$ cat src/rtl/adder_pkg.sv
// -----------------------------------------------------------------------------
// adder_pkg
// Shared definitions for the pipelined add/subtract unit.
//   OP_ADD / OP_SUB : encodings of the 'sub' operand-select bit
//   slice_width()   : bits handled by each pipeline stage
//   sign_t          : operand sign bits carried into the final stage, used to
//                     form the signed-overflow flag and the saturation limit
// -----------------------------------------------------------------------------
package adder_pkg;

    localparam logic OP_ADD = 1'b0;
    localparam logic OP_SUB = 1'b1;

    function automatic int slice_width(input int width, input int stages);
        return width / stages;
    endfunction

    typedef struct packed {
        logic a_msb;
        logic b_msb;
    } sign_t;

endpackage

$ cat src/rtl/pipelined_adder_if.sv
// -----------------------------------------------------------------------------
// pipelined_adder_if
// Operand and result handshake bundle of the pipelined add/subtract unit.
//   Operand side : in_valid, in_ready, a, b, cin, sub
//   Result side  : out_valid, out_ready, result, cout, overflow
// modport master : operand source / result consumer (drives operands, out_ready)
// modport slave  : the adder itself (drives in_ready and the result fields)
// -----------------------------------------------------------------------------
interface pipelined_adder_if #(
    parameter int WIDTH = 8
);
    logic             in_valid;
    logic             in_ready;
    logic [WIDTH-1:0] a;
    logic [WIDTH-1:0] b;
    logic             cin;
    logic             sub;
    logic             out_valid;
    logic             out_ready;
    logic [WIDTH-1:0] result;
    logic             cout;
    logic             overflow;

    modport master (
        output in_valid, a, b, cin, sub, out_ready,
        input  in_ready, out_valid, result, cout, overflow
    );

    modport slave (
        input  in_valid, a, b, cin, sub, out_ready,
        output in_ready, out_valid, result, cout, overflow
    );

endinterface

$ cat src/rtl/adder_slice.sv
// -----------------------------------------------------------------------------
// adder_slice
// One registered SW-bit slice of the carry chain.
//   clk, rst : clock, synchronous active-high reset (clears sum and carry)
//   en       : hold enable; the registers keep their value when low
//   a, b     : slice operands (b already inverted for subtraction)
//   cin      : carry into the slice (registered carry of the previous slice)
//   sum      : registered slice sum
//   cout     : registered carry out of the slice
// -----------------------------------------------------------------------------
module adder_slice #(
    parameter int SW = 4
) (
    input  logic          clk,
    input  logic          rst,
    input  logic          en,
    input  logic [SW-1:0] a,
    input  logic [SW-1:0] b,
    input  logic          cin,
    output logic [SW-1:0] sum,
    output logic          cout
);

    logic [SW:0] total;

    assign total = {1'b0, a} + {1'b0, b} + {{SW{1'b0}}, cin};

    always_ff @(posedge clk) begin
        if (rst) begin
            sum  <= '0;
            cout <= 1'b0;
        end else if (en) begin
            sum  <= total[SW-1:0];
            cout <= total[SW];
        end
    end

endmodule

$ cat src/rtl/pipelined_adder.sv
// -----------------------------------------------------------------------------
// pipelined_adder
// Pipelined WIDTH-bit add/subtract unit. The carry chain is cut into STAGES
// registered slices of WIDTH/STAGES bits; result, carry-out and signed
// overflow appear STAGES cycles after the operand handshake. One op per cycle.
//   clk, rst  : clock, synchronous active-high reset (drops all in-flight ops)
//   bus       : pipelined_adder_if.slave
//               in_valid/in_ready + a, b, cin, sub   operand handshake
//               out_valid/out_ready + result, cout, overflow   result handshake
// Parameters: WIDTH (operand width), STAGES (1..WIDTH, must divide WIDTH).
// Build option: define SATURATE_EN to clamp the result to the signed limit
// whenever overflow is flagged (raw modulo result otherwise).
// Backpressure freezes the whole pipe, bubbles included, so in_ready is simply
// the inverse of a stalled output.
// -----------------------------------------------------------------------------
module pipelined_adder
    import adder_pkg::*;
#(
    parameter int WIDTH  = 8,
    parameter int STAGES = 2
) (
    input  logic              clk,
    input  logic              rst,
    pipelined_adder_if.slave  bus
);

    localparam int SW   = slice_width(WIDTH, STAGES);
    localparam int LAST = STAGES - 1;

    if (STAGES < 1 || STAGES > WIDTH || (WIDTH % STAGES) != 0) begin : g_bad_cfg
        $error("pipelined_adder: STAGES must be 1..WIDTH and divide WIDTH");
    end

    logic             stall;
    logic             en;
    logic [WIDTH-1:0] b_eff;
    logic             c0;

    // Subtraction as a + ~b + ~borrow, so cout=1 means "no borrow".
    assign b_eff = (bus.sub == OP_SUB) ? ~bus.b : bus.b;
    assign c0    = (bus.sub == OP_SUB) ? ~bus.cin : bus.cin;

    assign stall        = bus.out_valid && !bus.out_ready;
    assign en           = !stall;
    assign bus.in_ready = en;

    // Stage gi consumes the lowest slice of the operands it receives, forwards
    // the untouched upper slices and holds the finished lower result bits.
    for (genvar gi = 0; gi < STAGES; gi++) begin : g_stage
        localparam int SRC_W = WIDTH - gi * SW;

        logic [SRC_W-1:0]       a_src;
        logic [SRC_W-1:0]       b_src;
        logic                   c_src;
        logic                   v_src;
        logic [SW-1:0]          sum;
        logic                   carry;
        logic                   valid_reg;
        logic [(gi+1)*SW-1:0]   res_all;

        if (gi == 0) begin : g_head
            assign a_src   = bus.a;
            assign b_src   = b_eff;
            assign c_src   = c0;
            assign v_src   = bus.in_valid;
            assign res_all = sum;
        end else begin : g_body
            logic [gi*SW-1:0] res_done_reg;

            assign a_src = g_stage[gi-1].g_fwd.a_rem_reg;
            assign b_src = g_stage[gi-1].g_fwd.b_rem_reg;
            assign c_src = g_stage[gi-1].carry;
            assign v_src = g_stage[gi-1].valid_reg;

            always_ff @(posedge clk) begin
                if (rst) begin
                    res_done_reg <= '0;
                end else if (en) begin
                    res_done_reg <= g_stage[gi-1].res_all;
                end
            end

            assign res_all = {sum, res_done_reg};
        end

        adder_slice #(
            .SW (SW)
        ) u_slice (
            .clk  (clk),
            .rst  (rst),
            .en   (en),
            .a    (a_src[SW-1:0]),
            .b    (b_src[SW-1:0]),
            .cin  (c_src),
            .sum  (sum),
            .cout (carry)
        );

        always_ff @(posedge clk) begin
            if (rst) begin
                valid_reg <= 1'b0;
            end else if (en) begin
                valid_reg <= v_src;
            end
        end

        if (gi < LAST) begin : g_fwd
            logic [SRC_W-SW-1:0] a_rem_reg;
            logic [SRC_W-SW-1:0] b_rem_reg;

            always_ff @(posedge clk) begin
                if (rst) begin
                    a_rem_reg <= '0;
                    b_rem_reg <= '0;
                end else if (en) begin
                    a_rem_reg <= a_src[SRC_W-1:SW];
                    b_rem_reg <= b_src[SRC_W-1:SW];
                end
            end
        end
    end

    // The last stage sees the operand MSBs; capture them alongside its slice.
    sign_t            sign_reg;
    logic [WIDTH-1:0] raw;
    logic             ovf;

    always_ff @(posedge clk) begin
        if (rst) begin
            sign_reg <= '0;
        end else if (en) begin
            sign_reg.a_msb <= g_stage[LAST].a_src[SW-1];
            sign_reg.b_msb <= g_stage[LAST].b_src[SW-1];
        end
    end

    assign raw = g_stage[LAST].res_all;
    assign ovf = (sign_reg.a_msb == sign_reg.b_msb) && (raw[WIDTH-1] != sign_reg.a_msb);

    assign bus.out_valid = g_stage[LAST].valid_reg;
    assign bus.cout      = g_stage[LAST].carry;
    assign bus.overflow  = ovf;

`ifdef SATURATE_EN
    // Clamp toward the sign of a: positive overflow -> 0x7F..F, negative -> 0x80..0.
    assign bus.result = !ovf           ? raw :
                        sign_reg.a_msb ? {1'b1, {(WIDTH-1){1'b0}}} :
                                         {1'b0, {(WIDTH-1){1'b1}}};
`else
    assign bus.result = raw;
`endif

endmodule

$ cat src/flat_wrapper.sv
// flat-port wrapper written by rule: the top's interface ports become plain ports
module pipelined_adder_flat import adder_pkg::*;
#(
    parameter int WIDTH  = 8,
    parameter int STAGES = 2
)
  (clk, rst, bus_in_valid, bus_a, bus_b, bus_cin, bus_sub, bus_out_ready, bus_in_ready, bus_out_valid, bus_result, bus_cout, bus_overflow);
  pipelined_adder_if #(.WIDTH(WIDTH)) bus_i ();
  input  logic clk;
  input  logic rst;
  input wire logic [$bits(bus_i.in_valid)-1:0] bus_in_valid;
  input wire logic [$bits(bus_i.a)-1:0] bus_a;
  input wire logic [$bits(bus_i.b)-1:0] bus_b;
  input wire logic [$bits(bus_i.cin)-1:0] bus_cin;
  input wire logic [$bits(bus_i.sub)-1:0] bus_sub;
  input wire logic [$bits(bus_i.out_ready)-1:0] bus_out_ready;
  output wire logic [$bits(bus_i.in_ready)-1:0] bus_in_ready;
  output wire logic [$bits(bus_i.out_valid)-1:0] bus_out_valid;
  output wire logic [$bits(bus_i.result)-1:0] bus_result;
  output wire logic [$bits(bus_i.cout)-1:0] bus_cout;
  output wire logic [$bits(bus_i.overflow)-1:0] bus_overflow;
  assign bus_i.in_valid = bus_in_valid;
  assign bus_i.a = bus_a;
  assign bus_i.b = bus_b;
  assign bus_i.cin = bus_cin;
  assign bus_i.sub = bus_sub;
  assign bus_i.out_ready = bus_out_ready;
  assign bus_in_ready = bus_i.in_ready;
  assign bus_out_valid = bus_i.out_valid;
  assign bus_result = bus_i.result;
  assign bus_cout = bus_i.cout;
  assign bus_overflow = bus_i.overflow;
  pipelined_adder #(.WIDTH(WIDTH), .STAGES(STAGES)) u_core (.clk(clk), .rst(rst), .bus(bus_i));
endmodule
$ cat config.mk
export PLATFORM = sky130hd
export DESIGN_NAME = pipelined_adder_flat
export DESIGN_NICKNAME = d
export VERILOG_FILES = /design/src/rtl/adder_pkg.sv /design/src/rtl/pipelined_adder_if.sv /design/src/rtl/adder_slice.sv /design/src/rtl/pipelined_adder.sv /design/src/flat_wrapper.sv
export SDC_FILE = /design/constraint.sdc
export NUM_CORES = 1
export LEC_CHECK = 0
export ABC_AREA = 1
export CORE_MARGIN = 2
export CORE_UTILIZATION = 40
export DETAILED_ROUTE_END_ITERATION = 10
export PLACE_DENSITY = 0.66
export RECOVER_POWER = 100
export SKIP_CTS_REPAIR_TIMING = 1
export SLEW_MARGIN = 20
export SYNTH_ARGS = -nofsm -noshare
export SYNTH_HDL_FRONTEND = slang
export SYNTH_HIERARCHICAL = 1
export SYNTH_SLANG_ARGS = --single-unit
export TNS_END_PERCENT = 50
$ cat constraint.sdc
create_clock -name clk -period 5.85 [get_ports clk]
set_clock_uncertainty 0.2 [all_clocks]
set_input_delay 1.4625 -clock clk [delete_from_list [all_inputs] [get_ports clk]]
set_output_delay 1.4625 -clock clk [all_outputs]
set_load 0.05 [all_outputs]
==> metrics.csv <==
stage,metric,value,unit
global_route,track_usage,0.149,
clocking,clk_path_buf_depth,2,
drt,viasPerCell,4.46,
die,die_x,64.5,µm
worst_setup_path,critPathMostFrequentCell,dlygate4sd3_1,
worst_setup_path,end_kind,primary output,
placed_design,dp_slack,1120,ps
power,vdd_ir_drop_max,0.0000771,V
final_layout,areaGrowthSynthToFinish,27.1,%
clocking,clkSinkCount,26,
hold_path,whs_path_depth,2,
power,p_per_area,239,nW/µm²
final_layout,regMostFlops,u_core/g_stage.u_slice/sum,
worst_setup_path,rrSetupSlack,3820,ps
power,finalPower,0.444,mW
worst_setup_path,cp_slowest_stage_delay,880,ps
timing,rsz0062_at_grt,no,
status,status,"finished, final reports clean",
placed_design,gp_congestion,0.765,
global_route,grt_max_degree,26,
drt,wl,2760,µm
die,num_io_pins,34,
final_layout,fin_util,0.544,
synthesis,syn_nets,230,
worst_setup_path,reg2reg_to,u_core/g_stage[0].u_slice/sum[2],
clocking,cts-htree-levels,1,
synthesis,ys_seq_area_frac,0.356,
worst_setup_path,cp_max_fo,5,
worst_setup_path,critical-path-slowest-cell,dlygate4sd3_1,
timing,final.period_utilization,0.842,
drt,ant_nets,0,
final_layout,n_antenna_cell,0,
hold_path,hold_end,u_core/bus.out_valid,
hold_path,min_path_type,reg2reg,
worst_setup_path,cp_cell_sequence,dlygate4sd3_1 -> inv_1 -> nand2_1 -> dlygate4sd3_1,
drt,dr.pass1.iters,4,
worst_setup_path,crit_path_start_kind,input port,
synthesis,ys.warnings.count,6,
die,fp.dieH,64.5,µm
clocking,clkTransAtPathRegs,140,ps
power,leakagePower,0.904,nW
global_route,grt_pass1_vias,1224,
global_route,grt_pass1_wl,4980,µm
die,die_area,4160,µm²
worst_setup_path,r2r_cells,5,
final_layout,largest_register_ff_count,8,
synthesis,synth.avg_cell_area,7.39,µm²
drt,dr_total_vias,1244,
global_route,gr-total-overflow,0,
clocking,root_buffer,clkbuf_4,
final_layout,drive_gt1_frac,0.0901,
drt,route.detailed.drc,0,
synthesis,synth.cell_area,1460,µm²
synthesis,ys_ff_latch,26,
placed_design,dp.cells,275,
hold_path,min-delay-start,u_core/g_stage[0].valid_reg,
die,start_util,0.428,
run,drv_cap,0,
placed_design,hpwl,2100,µm
timing,max_slew.worst_pin.slew,981,ps
timing,drv_slew,0,
placed_design,port_buffers,33,
timing,slew_headroom,0.346,
worst_setup_path,cp.arrival,3270,ps
drt,wl_per_cell,9.90,µm
die,rows,21,
worst_setup_path,cp.required,4190,ps
timing,setup_viol,0,
worst_setup_path,worstSetupPathType,in2out,
worst_setup_path,worstSetupStartpoint,bus_out_ready,
synthesis,synth.distinct_cells,21,
clocking,numCtsBuffers,3,
clocking,clk_latency,310,ps
worst_setup_path,worstReg2RegStart,u_core/bus.out_valid,
global_route,antenna_found_initial,0,
final_layout,fin_cells,279,
timing,fin_setup_tns,0,ps
timing,max_freq,203,MHz
synthesis,syn_inst,198,
final_layout,fillers,365,
final_layout,nets,266,
timing,fin_crit,4930,ps
drt,drt_iter0_markers,67,
die,coreArea,3420,µm²
timing,hold_viol_final,0,
timing,timing.final.ws_setup,922,ps
clocking,tritoncts,built,
-- worst max-delay path by stage --
stage / to / slack (ps) / depth (start not counted)
floorplan: bus_in_ready / 2260 / 2
global placement: bus_in_ready / 1130 / 4
detailed placement: bus_in_ready / 1120 / 4
CTS: bus_in_ready / 1120 / 4
global route: bus_in_ready / 850 / 4
finish: bus_in_ready / 920 / 4
-- layer usage --
| metal | vias up | GRT usage | share of wire |
|---|---|---|---|
| li1 | 676 | - | - |
| met1 | 540 | 0.184 | 0.48 |
| met2 | 26 | 0.266 | 0.48 |
| met3 | 2 | 0.0243 | 0.034 |
| met4 | 0 | 0.0479 | 0.011 |
| met5 | - | 0 | 0 |
-- critical path: cells and delay by family --
kind,cells,cell delay (ps)
simple gates,1,130
buf+inv,3,1670
-- power breakdown --
part	total, mW	switching (mW)	internal, mW
combinational	0.148	0.0875	0.0601
clock	0.0887	0.0508	0.0380
sequential	0.207	0.0111	0.196
-- final cells by class --
cell class	instances	area [µm²]	share of cell area
Multi-Input combinational cell	138	795	0.427
Sequential cell	26	520	0.280
Timing Repair Buffer	34	334	0.180
Inverter	31	116	0.0626
Tap cell	46	57.6	0.0310
Clock buffer	4	36.3	0.0195
-- cells in the mapped netlist --
cell,number,share of area
nor2_1,37,0.095
nand2_1,32,0.082
dfxtp_1,26,0.36
inv_1,24,0.062
nor2_2,12,0.051
a21oi_1,8,0.027
nand3_1,8,0.027
o21ai_1,8,0.027
o21bai_1,8,0.041
inv_2,7,0.018
ha_1,6,0.051
xor2_1,5,0.030
fa_1,4,0.055
nand3b_1,4,0.021
o21ai_0,2,0.0068
xnor2_1,2,0.012
buf_12,1,0.014
buf_2,1,0.0034
clkbuf_1,1,0.0026
nand2_2,1,0.0043
nor2_8,1,0.014
-- per-stage QoR --
stage	instance area [µm²]	hold slack, ps
finish	1860	273
floorplan	1460	236
global placement	1830	250
global route	1860	290
detailed placement	1830	258
CTS	1870	278
-- placed cells by master (no fill, tap or decap), types with 8 or more instances in the layout --
| cell | count |
|---|---|
| a21oi_1 | 8 |
| clkdlybuf4s50_1 | 19 |
| dfxtp_1 | 26 |
| dlygate4sd3_1 | 14 |
| inv_1 | 27 |
| nand2_1 | 33 |
| nand3_1 | 8 |
| nor2_1 | 37 |
| nor2_2 | 12 |
| o21bai_1 | 8 |
-- cells by family (layout without fill, tap and decap cells) --
group                    count (synthesis)  after routing  share of synthesized area
flip-flops                              26             26                      0.356
XOR/XNOR                                 7              7                     0.0419
AND/OR/NAND/NOR                         95             95                      0.294
buffers and inverters                   34             69                     0.0992
adder cells (fa/ha/maj)                 10             10                      0.106
AO/OA/AOI/OAI                           26             26                      0.103
Power figures use the tool's default switching activity.
